<file path="src/rtl/round_sched.sv">
// round_sched: sequences one block through NUM_ROUNDS passes of a shared stage datapath
module round_sched #(
    parameter int NUM_ROUNDS = 10,
    parameter int DATA_W     = 256
) (
    input  logic              clk,
    input  logic              rst,
    input  logic              in_valid_i,
    output logic              in_ready_o,
    input  logic [DATA_W-1:0] data_i,
    input  logic              flush_i,
    output logic              stage_valid_o,
    output logic [DATA_W-1:0] stage_data_o,
    output logic [3:0]        stage_num_o,
    output logic              last_stage_o,
    input  logic              stage_valid_i,
    input  logic [DATA_W-1:0] stage_data_i,
    output logic              out_valid_o,
    input  logic              out_ready_i,
    output logic [DATA_W-1:0] data_o,
    output logic              busy_o
);
    typedef enum logic [1:0] {IDLE, ISSUE, WAIT, DONE} state_t;

    localparam logic [3:0] LAST = 4'(NUM_ROUNDS - 1);

    state_t              state_q, state_d;
    logic [3:0]          round_q, round_d;
    logic [DATA_W-1:0]   blk_q, blk_d;

    // Outputs decode straight from registered state; only in_ready reacts to flush/rst
    assign in_ready_o    = (state_q == IDLE) && !flush_i && !rst;
    assign stage_valid_o = state_q == ISSUE;
    assign stage_data_o  = blk_q;
    assign stage_num_o   = round_q;
    assign last_stage_o  = round_q == LAST;
    assign out_valid_o   = state_q == DONE;
    assign data_o        = blk_q;
    assign busy_o        = state_q != IDLE;

    // Next-state logic: flush overrides everything, round returns to 0 whenever we go idle
    always_comb begin
        state_d = state_q;
        round_d = round_q;
        blk_d   = blk_q;
        if (flush_i) begin
            state_d = IDLE;
            round_d = '0;
        end else begin
            case (state_q)
                IDLE: if (in_valid_i && in_ready_o) begin
                    blk_d   = data_i;
                    round_d = '0;
                    state_d = ISSUE;
                end
                ISSUE: state_d = WAIT;
                WAIT: if (stage_valid_i) begin
                    blk_d = stage_data_i;
                    if (round_q == LAST) begin
                        state_d = DONE;
                    end else begin
                        round_d = round_q + 4'd1;
                        state_d = ISSUE;
                    end
                end
                DONE: if (out_ready_i) begin
                    state_d = IDLE;
                    round_d = '0;
                end
                default: state_d = IDLE;
            endcase
        end
    end

    // State, round counter and block register
    always_ff @(posedge clk or posedge rst) begin
        if (rst) begin
            state_q <= IDLE;
            round_q <= '0;
            blk_q   <= '0;
        end else begin
            state_q <= state_d;
            round_q <= round_d;
            blk_q   <= blk_d;
        end
    end
endmodule

</file>
<file path="config.mk">
export PLATFORM = sky130hd
export DESIGN_NAME = round_sched
export DESIGN_NICKNAME = d
export VERILOG_FILES = /design/src/rtl/round_sched.sv
export SDC_FILE = /design/constraint.sdc
export NUM_CORES = 1
export LEC_CHECK = 0
export ABC_AREA = 1
export CAP_MARGIN = 15
export CORE_AREA = 2 2 402 404
export DETAILED_ROUTE_END_ITERATION = 8
export DIE_AREA = 0 0 404 406
export PLACE_DENSITY = 0.37
export SYNTH_ARGS = -nofsm -noshare
export SYNTH_HDL_FRONTEND = slang
export SYNTH_SLANG_ARGS = --single-unit
</file>
<file path="constraint.sdc">
create_clock -name clk -period 8.75 [get_ports clk]
set_input_delay 1.3125 -clock clk [delete_from_list [all_inputs] [get_ports clk]]
set_output_delay 1.3125 -clock clk [all_outputs]
set_load 0.005 [all_outputs]
</file>
==> results.md <==
* Layout cells sized above 1 at 0.0422
* CP required at 7440 ps
* Worst path arrival time at 3060 ps
* Mapped cell area at 14700 sq um
* Gr ovfl total at 0
* Cells after synthesis at 1717
* Least-Margin Pin Slew at 1120 ps
* Resize count post-CTS at 0
* Clk slew on worst S/H paths at 60 ps
* Final hold vios at 0
* Vias per cell at 3.10
* Maximum fanout along the worst path at 3
* R2R Setup Slk at 5700 ps
* Dpl hpwl at 83800 um
* Fin cells at 4551
* Main combinational cell family by area after synthesis: simple AND/OR/NAND/NOR gates
* Residual DRC at 0
* Post-Syn Nets at 2237
* Num CTS Buffers at 36
* Setup TNS at 0 ps
* Clock sink count at 262
* Yosys warns at 0
* Yosys cell types at 26
* Starting Density at 0.0919
* Worst hold-check path type: flop to flop
* Vias at 14100
* Pin count of the biggest net entering global routing at 202
* Slew HR at 0.244
* Most common cell after layout, fill and taps aside: clkdlybuf4s50_1
* Final Critical Period at 4370 ps
* Hold buffers post-CTS at 0
* First-pass DRT Iterations at 5
* First DRT Iteration DRCs at 757
* Die Ht at 406 um
* Clk Latency, worst-skew pair at 580 ps
* TritonCTS clock tree: done
* WL final at 101000 um
* Worst Path Class, Setup: input pin to output port
* Routed Antenna Nets at 0
* Rows at 147
* Vias in the first global route at 14000
* Post-synthesis sequential area ratio at 0.447
* Mean Syn Cell Area at 8.55 sq um
* Fmax at 0.229 GHz
* Chip Width at 404 um
* Post-synthesis compound-gate area fraction at 0.176
* Core box area at 160000 sq um
* Final setup viols at 0
* Max-cap viol count at 0
* Crit. End Element: output port
* RSZ-0062 raised after global routing: false
* Post-CTS Repair Setup Buffers at 0
* Power Density at 239 nW/um^2
* CP startpoint kind: input pin
* Area Growth Syn to Fin at 79.6%
* Synth Area in XOR/XNOR at 0.000597
* Commonest cells after routing, fill and taps aside: clkdlybuf4s50_1 (1038), o21ai_0 (472), nand2_1 (276)
* Gpl congestion at 0.867
* Post-Synth Simple-Gate Area at 0.188
* CTS HTree Levels at 2
* Die footprint at 164000 sq um
* Tot GR Track Use at 0.116
* Maximum buffer depth of the clock tree at 3
* Post-synthesis mux area share at 0
* Avg WL per Cell at 22.2 um
* Outcome: finished, final reports clean
* Final setup skew at 22.6 ps
* Initial antenna violation count at 10
* Adder-cell share of the synthesized area at 0.00171
* Placed cell count at 4484
* Fin. max-slew vios at 0
* Clock root cell: clkbuf_16
* VDD IR max at 0.124 mV
* IO buf count at 1038
* #FFs+latches synth at 262
* IO Pins at 1039
* First-pass GRT wire length at 130000 um
* Crit share post-route at 0.499
* Leak at 0.00978 uW
* # nets final at 2956
==> Yosys cell counts <==
cell	instances	area (sq um)
o31ai_1	1	7.51
nand3_1	6	30.0
buf_4	258	1940
nand2_1	276	1040
or2_0	122	763
xor2_1	1	8.76
clkbuf_8	7	96.3
nor2_1	8	30.0
dfrtp_1	262	6560
ha_1	2	25.0
buf_2	47	235
nor2_2	1	6.26
clkbuf_1	26	97.6
nand4_1	3	18.8
clkbuf_2	2	10.0
or2_2	33	206
buf_6	27	304
inv_1	11	41.3
inv_2	3	11.3
o211ai_1	1	7.51
o21ai_0	472	2360
o21ai_1	42	210
or2_1	102	638
clkbuf_4	1	7.51
nor3_1	1	5.00
nand2_4	2	22.5
==> registers in the layout (all words and copies together), names as in the netlist <==
| register | count |
|---|---|
| stage_num_o | 4 |
| data_o | 256 |
| state_q | 2 |
==> layout make-up <==
cell class,instances,area [sq um]
Fill cell,18000,133000
Timing Repair Buffer,1049,10500
Sequential cell,262,6560
Multi-Input combinational cell,1073,5400
Tap cell,2086,2610
Clock buffer,56,1080
Clock inverter,9,138
Inverter,14,67.6
Antenna cell,2,5.00
==> metrics by stage <==
stage / area (sq um) / util / power (uW) / hold slack (ps) / worst slack (ps)
2_1_floorplan: 14700 / - / 2810 / 497 / 207
5_1_grt: 26400 / 0.165 / 6680 / 536 / 4310
4_1_cts: 26400 / 0.165 / 6500 / 517 / 4340
3_5_place_dp: 25100 / 0.157 / 4850 / 502 / 4360
6_report: 26400 / 0.165 / 6290 / 518 / 4380
3_3_place_gp: 25100 / 0.157 / 4850 / 492 / 4330
==> kinds of logic after synthesis <==
family / Yosys count
XOR/XNOR: 1
AO/OA/AOI/OAI: 516
AND/OR/NAND/NOR: 554
flip-flops: 262
adder cells (fa/ha/maj): 2
buffers and inverters: 382
==> routing by layer <==
| metal | GRT usage | vias up | part of all wire |
|---|---|---|---|
| li1 | - | 6823 | - |
| met1 | 0.149 | 6650 | 0.43 |
| met2 | 0.194 | 550 | 0.48 |
| met3 | 0.0330 | 64 | 0.072 |
| met4 | 0.0219 | 2 | 0.016 |
| met5 | 0 | - | 0.00011 |
==> critical path, stage by stage <==
cell and delay, ps:
clkdlybuf4s50_1 590, nor3_1 510, clkdlybuf4s50_1 650
==> report_power, final <==
group	total (uW)	leakage [uW]	internal, uW	switching [uW]
sequential	2060	0.00329	1580	477
combinational	2670	0.00590	1560	1110
clock	1560	0.000591	937	624
==> worst paths after layout <==
check                                       start                      end  cells after the start
hold reg to reg            data_o[65]$_DFFE_PP0P_   data_o[65]$_DFFE_PP0P_                      2
min in group asynchronous                     rst   state_q[0]$_DFFE_PP0P_                      2
hold / removal             data_o[65]$_DFFE_PP0P_   data_o[65]$_DFFE_PP0P_                      2
setup / recovery                              rst               in_ready_o                      3
max in group asynchronous                     rst  data_o[243]$_DFFE_PP0P_                      3
setup reg to reg           state_q[1]$_DFFE_PP0P_  data_o[229]$_DFFE_PP0P_                      5
Note: power is estimated with default switching activity, not from simulation.
